===== config.mk =====
export PLATFORM = sky130hd
export DESIGN_NAME = arb_requester_flat
export DESIGN_NICKNAME = d
export VERILOG_FILES = /design/src/rtl/arb_requester_if.sv /design/src/rtl/arb_requester.sv /design/src/flat_wrapper.sv
export SDC_FILE = /design/constraint.sdc
export NUM_CORES = 1
export LEC_CHECK = 0
export CAP_MARGIN = 20
export CORE_MARGIN = 2
export CORE_UTILIZATION = 30
export CTS_CLUSTER_DIAMETER = 50
export CTS_CLUSTER_SIZE = 14
export DETAILED_ROUTE_END_ITERATION = 12
export GPL_ROUTABILITY_DRIVEN = 0
export GPL_TIMING_DRIVEN = 1
export SKIP_LAST_GASP = 1
export SYNTH_ARGS = -nofsm -noshare
export SYNTH_HDL_FRONTEND = slang
export SYNTH_SLANG_ARGS = --single-unit

===== constraint.sdc =====
create_clock -name clk -period 2.4 [get_ports clk]
set_clock_uncertainty 0.05 [all_clocks]
set_input_delay 0.48 -clock clk [delete_from_list [all_inputs] [get_ports clk]]
set_output_delay 0.48 -clock clk [all_outputs]
set_load 0.1 [all_outputs]

===== src/rtl/arb_requester_if.sv =====
// Command, arbiter and bus signals of one requester port.
// master = requester agent, slave = command source / arbiter / bus side.
interface arb_requester_if #(
  parameter int DATA_W = 8,
  parameter int LEN_W  = 4
);
  logic              cmd_valid;
  logic              cmd_ready;
  logic [LEN_W-1:0]  cmd_len;
  logic [DATA_W-1:0] cmd_data;
  logic              req;
  logic              gnt;
  logic              bus_valid;
  logic [DATA_W-1:0] bus_data;
  logic              bus_last;
  logic              busy;
  logic              grant_lost;
  logic              timeout_err;

  modport master (
    input  cmd_valid, cmd_len, cmd_data, gnt,
    output cmd_ready, req, bus_valid, bus_data, bus_last, busy, grant_lost, timeout_err
  );
  modport slave (
    output cmd_valid, cmd_len, cmd_data, gnt,
    input  cmd_ready, req, bus_valid, bus_data, bus_last, busy, grant_lost, timeout_err
  );
endinterface


===== src/rtl/arb_requester.sv =====
// Requester agent: queues burst commands, requests the arbiter, drives bursts while granted.
// Optional REQ_TIMEOUT_EN bounds the grant wait to TIMEOUT cycles.
module arb_requester #(
  parameter int DATA_W  = 8,
  parameter int LEN_W   = 4,
  parameter int DEPTH   = 4,
  parameter int TIMEOUT = 64
) (
  input  logic            clk,
  input  logic            rst,
  arb_requester_if.master rq
);
  localparam int AW = $clog2(DEPTH);

  typedef struct packed {
    logic [LEN_W-1:0]  len;
    logic [DATA_W-1:0] data;
  } cmd_t;

  typedef enum logic [1:0] {IDLE, REQ, XFER, REL} state_t;

  cmd_t          mem [DEPTH];
  logic [AW-1:0] wr_ptr, rd_ptr;
  logic [AW:0]   count, count_nxt;
  logic          full, empty, push, pop;
  cmd_t          head;

  state_t            state;
  logic              req_q, bus_valid_q, bus_last_q, grant_lost_q, busy_q, busy_nxt;
  logic [DATA_W-1:0] bus_data_q;
  logic [LEN_W-1:0]  cnt;

  assign full  = (count == (AW+1)'(DEPTH));
  assign empty = (count == '0);
  assign push  = rq.cmd_valid && !full;
  assign head  = mem[rd_ptr];
  // Head leaves on the last beat or when the grant is yanked mid-burst.
  assign pop   = (state == XFER) && ((cnt == '0) || !rq.gnt);

  always_comb begin
    count_nxt = count;
    if (push && !pop)      count_nxt = count + 1'b1;
    else if (!push && pop) count_nxt = count - 1'b1;
  end

  // Idle next cycle only from IDLE-with-nothing-queued or REL seeing the grant gone.
  always_comb begin
    busy_nxt = (count_nxt != '0) ||
               !(((state == IDLE) && empty) || ((state == REL) && !rq.gnt));
  end

  always_ff @(posedge clk) begin
    if (push) mem[wr_ptr] <= cmd_t'{len: rq.cmd_len, data: rq.cmd_data};
  end

  always_ff @(posedge clk or posedge rst) begin
    if (rst) begin
      wr_ptr <= '0;
      rd_ptr <= '0;
      count  <= '0;
      busy_q <= 1'b0;
    end else begin
      if (push) wr_ptr <= wr_ptr + 1'b1;
      if (pop)  rd_ptr <= rd_ptr + 1'b1;
      count  <= count_nxt;
      busy_q <= busy_nxt;
    end
  end

`ifdef REQ_TIMEOUT_EN
  localparam int WCW = $clog2(TIMEOUT + 1);
  logic [WCW-1:0] wcnt;
  logic           timeout_err_q;
`endif

  always_ff @(posedge clk or posedge rst) begin
    if (rst) begin
      state        <= IDLE;
      req_q        <= 1'b0;
      bus_valid_q  <= 1'b0;
      bus_data_q   <= '0;
      bus_last_q   <= 1'b0;
      grant_lost_q <= 1'b0;
      cnt          <= '0;
`ifdef REQ_TIMEOUT_EN
      wcnt          <= '0;
      timeout_err_q <= 1'b0;
`endif
    end else begin
      grant_lost_q <= 1'b0;
`ifdef REQ_TIMEOUT_EN
      timeout_err_q <= 1'b0;
`endif
      case (state)
        IDLE: if (!empty) begin
          state <= REQ;
          req_q <= 1'b1;
`ifdef REQ_TIMEOUT_EN
          wcnt  <= '0;
`endif
        end
        REQ: if (rq.gnt) begin
          state       <= XFER;
          bus_valid_q <= 1'b1;
          bus_data_q  <= head.data;
          cnt         <= head.len;
          bus_last_q  <= (head.len == '0);
        end
`ifdef REQ_TIMEOUT_EN
        // Give up on this grant round; the command stays queued and is retried.
        else if (wcnt == WCW'(TIMEOUT - 1)) begin
          state         <= REL;
          req_q         <= 1'b0;
          timeout_err_q <= 1'b1;
        end else begin
          wcnt <= wcnt + 1'b1;
        end
`endif
        XFER: begin
          if (cnt == '0) begin
            state       <= REL;
            req_q       <= 1'b0;
            bus_valid_q <= 1'b0;
            bus_last_q  <= 1'b0;
          end else if (!rq.gnt) begin
            state        <= REL;
            req_q        <= 1'b0;
            bus_valid_q  <= 1'b0;
            bus_last_q   <= 1'b0;
            grant_lost_q <= 1'b1;
          end else begin
            bus_data_q <= bus_data_q + 1'b1;
            cnt        <= cnt - 1'b1;
            bus_last_q <= (cnt == LEN_W'(1));
          end
        end
        REL: if (!rq.gnt) state <= IDLE;
        default: state <= IDLE;
      endcase
    end
  end

  assign rq.cmd_ready  = !full;
  assign rq.req        = req_q;
  assign rq.bus_valid  = bus_valid_q;
  assign rq.bus_data   = bus_data_q;
  assign rq.bus_last   = bus_last_q;
  assign rq.busy       = busy_q;
  assign rq.grant_lost = grant_lost_q;
`ifdef REQ_TIMEOUT_EN
  assign rq.timeout_err = timeout_err_q;
`else
  assign rq.timeout_err = 1'b0;
`endif
endmodule

===== src/flat_wrapper.sv =====
// flat-port wrapper written by rule: the top's interface ports become plain ports
module arb_requester_flat 
#(
  parameter int DATA_W  = 8,
  parameter int LEN_W   = 4,
  parameter int DEPTH   = 4,
  parameter int TIMEOUT = 64
)
  (clk, rst, rq_cmd_valid, rq_cmd_len, rq_cmd_data, rq_gnt, rq_cmd_ready, rq_req, rq_bus_valid, rq_bus_data, rq_bus_last, rq_busy, rq_grant_lost, rq_timeout_err);
  arb_requester_if #(.DATA_W(DATA_W), .LEN_W(LEN_W)) rq_i ();
  input  logic clk;
  input  logic rst;
  input wire logic [$bits(rq_i.cmd_valid)-1:0] rq_cmd_valid;
  input wire logic [$bits(rq_i.cmd_len)-1:0] rq_cmd_len;
  input wire logic [$bits(rq_i.cmd_data)-1:0] rq_cmd_data;
  input wire logic [$bits(rq_i.gnt)-1:0] rq_gnt;
  output wire logic [$bits(rq_i.cmd_ready)-1:0] rq_cmd_ready;
  output wire logic [$bits(rq_i.req)-1:0] rq_req;
  output wire logic [$bits(rq_i.bus_valid)-1:0] rq_bus_valid;
  output wire logic [$bits(rq_i.bus_data)-1:0] rq_bus_data;
  output wire logic [$bits(rq_i.bus_last)-1:0] rq_bus_last;
  output wire logic [$bits(rq_i.busy)-1:0] rq_busy;
  output wire logic [$bits(rq_i.grant_lost)-1:0] rq_grant_lost;
  output wire logic [$bits(rq_i.timeout_err)-1:0] rq_timeout_err;
  assign rq_i.cmd_valid = rq_cmd_valid;
  assign rq_i.cmd_len = rq_cmd_len;
  assign rq_i.cmd_data = rq_cmd_data;
  assign rq_i.gnt = rq_gnt;
  assign rq_cmd_ready = rq_i.cmd_ready;
  assign rq_req = rq_i.req;
  assign rq_bus_valid = rq_i.bus_valid;
  assign rq_bus_data = rq_i.bus_data;
  assign rq_bus_last = rq_i.bus_last;
  assign rq_busy = rq_i.busy;
  assign rq_grant_lost = rq_i.grant_lost;
  assign rq_timeout_err = rq_i.timeout_err;
  arb_requester #(.DATA_W(DATA_W), .LEN_W(LEN_W), .DEPTH(DEPTH), .TIMEOUT(TIMEOUT)) u_core (.clk(clk), .rst(rst), .rq(rq_i));
endmodule

# Word level (Yosys, flattened, before mapping)
# Memory sizes are Yosys's and may differ from the RTL's.
# Cells that the tools add are included.
# totals
ff_bits	26
mem_bits_rw	48
in_bits	16
out_inout_bits	15
word_cells	86
n_memories	1
# memory_table
memory	depth	width	rd	rd_clocked_by_memory_dff	write_ports	line	rtl
u_core.mem	4	12	1	0	1	arb_requester.sv:22	cmd_t mem [DEPTH];
# op_classes
add_sub_neg	6
eq_ne	11
n_mux	31
reduce_logical	26
# op_table
op	count
8-bit two-way mux	3
8-bit case mux with 2 select lines	1
1-bit two-way mux	12
4-bit two-way mux	3
2-bit two-way mux	5
2-bit != test, second input constant	5
8-bit by 1-bit adder with 8-bit output, second input constant	1
4-bit logical NOT	2
2-bit case mux with 4 select lines	1
4-bit case mux with 2 select lines	1
4-bit AND reduction	2
1-bit logical AND	6
3-bit two-way mux	2
1-bit case mux with 2 select lines	3
3-bit AND reduction	2
1-bit logical NOT	5
2-bit by 1-bit adder with 2-bit output, second input constant	2
2-bit equality test, second input constant	2
4-bit by 1-bit equality test with 1-bit output, second input constant	1
2-bit nonzero test	2
4-bit by 1-bit subtractor with 4-bit output, second input constant	1
3-bit by 1-bit adder with 3-bit output, second input constant	1
3-bit equality test, second input constant	1
3-bit logical NOT	1
other kinds (7)	9

# Longest topological paths before layout
# Gate-level depths: netlist of run 1.
# depth
depth_word	9
mapped_depth	8
depth_no_buf	7

# Worst setup path after synthesis of run 1
# Ideal clock, no wire load.
# synth_timing
path_type	register to register
startpoint	register u_core.count[1]
endpoint	register u_core.busy_q, in the netlist u_core.rq.busy
arrival_ps	2003
required_ps	2221
path_slack_ps	218
path_stages_with_launch	8
period_less_slack_ps	2182
path_cell_list	dfrtp_1 -> inv_1 -> ha_1 -> nand2_1 -> nand2_1 -> maj3_1 -> mux2i_2 -> a2111o_1
# synth_between
elab_chain_len	9
word_cells_on_any_way	16
classes_between	add/sub (2); eq/ne (1); mux (2); reduce/logical (11)
# synth_lines
item	line	rtl
from (decl)	arb_requester.sv:24	logic [AW:0] count, count_nxt;
from (signal assigned)	arb_requester.sv:65	count <= count_nxt;
3-bit equality test *	arb_requester.sv:33	assign full = (count == (AW+1)'(DEPTH));
1-bit logical NOT *	n/a	
via rq_cmd_ready	flat_wrapper.sv:17	output wire logic [$bits(rq_i.cmd_ready)-1:0] rq_cmd_ready;
1-bit logical AND *	arb_requester.sv:35	assign push = rq.cmd_valid && !full;
1-bit logical NOT	arb_requester.sv:43	else if (!push && pop) count_nxt = count - 1'b1;
1-bit logical AND	arb_requester.sv:43	
3-bit two-way mux	arb_requester.sv:43	
3-bit two-way mux *	arb_requester.sv:42	if (push && !pop) count_nxt = count + 1'b1;
via u_core.count_nxt[1]	arb_requester.sv:24	
3-bit nonzero test *	arb_requester.sv:48	busy_nxt = (count_nxt != '0) ||
1-bit logical OR *	arb_requester.sv:48	
via u_core.busy_nxt	arb_requester.sv:29	logic req_q, bus_valid_q, bus_last_q, grant_lost_q, busy_q, busy_nxt;
to (signal assigned)	arb_requester.sv:66	busy_q <= busy_nxt;
to (decl)	arb_requester.sv:29	
# The timed path passes the listed nets; every way through them passes the cells marked *.
# A chain may end at the register's enable or synchronous reset.

# Worst setup path in the final report of run 1
# layout_timing
startpoint	register u_core.cnt[0]
endpoint	register u_core.busy_q, in the netlist u_core.rq.busy
# layout_between
elab_chain_len	8
word_cells_on_any_way	10
classes_between	mux (2); reduce/logical (8)
# layout_lines
item	line	rtl
from (decl)	arb_requester.sv:31	logic [LEN_W-1:0] cnt;
from (signal assigned)	arb_requester.sv:106	cnt <= head.len;
from (signal assigned)	arb_requester.sv:133	cnt <= cnt - 1'b1;
4-bit logical NOT *	arb_requester.sv:38	assign pop = (state == XFER) && ((cnt == '0) || !rq.gnt);
1-bit logical OR *	arb_requester.sv:38	
1-bit logical AND *	arb_requester.sv:38	
1-bit logical AND or 1-bit logical NOT (tied branches)	arb_requester.sv:43, arb_requester.sv:42	
3-bit two-way mux or 1-bit logical AND (tied branches)	arb_requester.sv:43, arb_requester.sv:42	
3-bit two-way mux *	arb_requester.sv:42	
via u_core.count_nxt[1]	arb_requester.sv:24	
3-bit nonzero test *	arb_requester.sv:48	
1-bit logical OR *	arb_requester.sv:48	
via u_core.busy_nxt	arb_requester.sv:29	
# Marked as above.

==> results of run 1 <==
[path summary, 6_finish.rpt]
kind / start / slack, ns / endpoint / depth (start not counted)
setup / recovery: u_core.cnt[0] / 0.24 / u_core.rq.busy / 7
hold / removal: rst / 0.44 / u_core.wr_ptr[0] / 3
setup reg to reg: u_core.cnt[0] / 0.24 / u_core.rq.busy / 7
hold reg to reg: u_core.cnt[1] / 0.46 / u_core.cnt[1] / 2
max in group asynchronous: rst / 1.58 / u_core.rq.bus_data[4] / 3
min in group clk: u_core.cnt[1] / 0.46 / u_core.cnt[1] / 2
[layer usage]
layer | track usage | vias up
met5 | 0 | -
met4 | 0.0325 | 0
met3 | 0.0445 | 2
met2 | 0.207 | 34
met1 | 0.156 | 1006
li1 | - | 968
[through the flow]
stage / total power [mW] / setup slack (ns) / area (um^2)
after global routing: 6.09 / 0.151 / 4050
final: 5.68 / 0.243 / 4050
after detailed placement: 4.76 / 0.225 / 3850
after CTS: 5.76 / 0.234 / 4050
after global placement: 4.68 / 0.259 / 3850
after floorplan: 4.04 / 0.218 / 3340
[power by group through the flow]
stage	combinational (mW)	sequential (mW)	clock [mW]
finish	2.64	2.05	0.983
floorplan	1.41	2.63	0
CTS	2.68	2.06	1.02
global placement	2.62	2.07	0
detailed placement	2.67	2.09	0
global route	2.90	2.12	1.07
[cell usage after synthesis, types with 3 or more instances]
library cell / n
inv_1: 14
mux4_2: 12
o21ai_0: 17
edfxtp_1: 48
xnor2_1: 5
nand3_1: 5
buf_2: 3
nor2_1: 7
and2_1: 4
clkbuf_1: 5
dfrtp_1: 26
o22ai_1: 4
nand2_1: 24
a21oi_1: 13
mux2i_1: 4
ha_1: 15
[final cells by class]
| type | count | area [um^2] | share of cell area |
|---|---|---|---|
| Sequential cell | 74 | 2090 | 0.516 |
| Multi-Input combinational cell | 142 | 1150 | 0.284 |
| Timing Repair Buffer | 44 | 380 | 0.0939 |
| Tap cell | 140 | 175 | 0.0432 |
| Clock buffer | 9 | 124 | 0.0306 |
| Clock inverter | 7 | 76.3 | 0.0188 |
| Inverter | 14 | 52.6 | 0.0130 |
[sequential cells by signal, indices dropped and copies added (netlist names)]
| register | flops |
|---|---|
| u_core.rq.req | 1 |
| u_core.count | 3 |
| u_core.rq.grant_lost | 1 |
| u_core.state | 2 |
| u_core.rq.bus_data | 8 |
| u_core.cnt | 4 |
| u_core.rd_ptr | 2 |
| u_core.rq.busy | 1 |
| u_core.rq.bus_last | 1 |
| u_core.mem | 48 |
| u_core.rq.bus_valid | 1 |
| u_core.wr_ptr | 2 |
[tightest hold or removal path, cell delays in order]
cell and delay, ns:
clkdlybuf4s50_1 0.40, inv_1 0.05, buf_4 0.33
[kinds of logic after synthesis]
group | Yosys count
flops | 74
simple gates | 52
compound gates | 47
buf+inv | 25
mux | 19
fa+ha+maj | 17
xor+xnor | 6
other cells | 1
==> flow_summary.json, run 1 <==
{
  "cts_setup_buffers": 0,
  "grt_util_all_layers": 0.125,
  "crit_path_end_kind": "flip-flop",
  "io_pins": 31,
  "synth.avg_cell_area_um2": 13.9,
  "peakVddDrop_mv": 0.870,
  "yosys.area_share.xor_xnor": 0.0157,
  "pwr-share-clk": 0.173,
  "antenna_found_initial": 0,
  "drt_wl_total_um": 6560,
  "path_cells": "inv_1 > ha_1 > or3b_4 > a21boi_4 > maj3_1 > mux2i_2 > a2111o_1",
  "p_sw_mw": 2.48,
  "path_buf_inv": 1,
  "hold_violations": 0,
  "n_fill_cell": 1050,
  "final_util": 0.374,
  "startpoint_type": "flip-flop",
  "synth_top_cell_by_area": "edfxtp_1",
  "area_delta_synth_final_pct": 21.1,
  "highest_layer": "met4",
  "rsz0062_at_grt": "false",
  "worst_ep_arrival_time_ns": 2.34,
  "cp_slowest_cell": "or3b_4",
  "synth_cells": 241,
  "finalSetupViolCount": 0,
  "final_cell_mix": "edfxtp_1, buf_4, dfrtp_1",
  "num_rows": 38,
  "cap_violations": 0,
  "status": "finished clean",
  "tightest_slew_ns": 0.523,
  "synthDistinctLibCells": 43,
  "dr.pass1.iters": 4,
  "sequentialPowerShare": 0.362,
  "route.detailed.drc": 0,
  "final_nets": 316,
  "die_area_um2": 12000,
  "grt-ovfl-total": 0,
  "insertion_delay_ns": 0.35,
  "netlist_area_um2": 3340,
  "fin_cells": 430,
  "min_period_ns": 2.16,
  "synth_top_area_share": 0.431,
  "chipWidth_um": 110,
  "power.internal_mw": 3.20,
  "cts_tree": "done",
  "cpLargestDelayFamily": "compound AO/OA/AOI/OAI gates",
  "power_density_nw_per_um2": 1400,
  "synth-seq-cells": 74,
  "cts_max_level": 3,
  "clk_pin_slew_ns": 0.09,
  "dr_wl_met3_um": 234,
  "synth_fp_nets": 272,
  "synthAdderAreaFrac": 0.0621,
  "die_h_um": 110,
  "start_util": 0.309,
  "synthMuxAreaShare": 0.104,
  "synthSimpleGateAreaFrac": 0.0744,
  "place_inst": 414,
  "antenna_left": 0,
  "sw_frac_of_total": 0.437,
  "leakage_nw": 1.52,
  "crit_type": "reg -> reg",
  "period_share": 0.899,
  "drv_slew": 0,
  "cts_inserted_buffers": 9,
  "place_hpwl_um": 4450,
  "ctsResizeCount": 0,
  "mostFrequentLayoutCell": "edfxtp_1",
  "met1_length_um": 2970,
  "hold_ws_ns": 0.440,
  "vias_per_cell": 4.67,
  "fin_tns_setup_ns": 0,
  "dr_total_vias": 2010,
  "port_buffers": 29,
  "synth_compound_area_frac": 0.0872,
  "cts-root-buf": "clkbuf_8",
  "drive_above_1_share": 0.214,
  "drt_iter0_drc": 103,
  "routedWlPerCell_um": 15.3,
  "cts_hold_buf": 0,
  "grt_pass1_vias": 2133,
  "antenna_cells": 0,
  "async_reset_ff_frac": 0.351,
  "grt_max_degree": 27,
  "cts_buffer_depth": 2,
  "ys_dominant_reg_cell": "edfxtp_1",
  "max_freq_mhz": 464,
  "grt_pass1_wl_um": 11000,
  "path_max_fanout": 5,
  "yosysWarnings": 0,
  "synth_edf_count": 48,
  "crit_required_ns": 2.59,
  "seq_area_frac_synth": 0.626,
  "wl_met2_um": 3320,
  "synth_top_family_by_area": "multiplexers",
  "hold_path.class": "in -> async",
  "numClockSinks": 74,
  "p_comb_frac": 0.465,
  "synth.area.top_cells": "edfxtp_1, dfrtp_1, mux4_2",
  "core_um2": 10800,
  "slew_headroom": 0.651,
  "max_stage_delay_ns": 0.43
}
(Power assumes the default switching activity.)
==> inputs of run 2 (changes only) <==
- CTS_CLUSTER_DIAMETER: 50 -> default
==> results of run 2 <==
Final layout, timing and power as in run 1 (identical DEF).
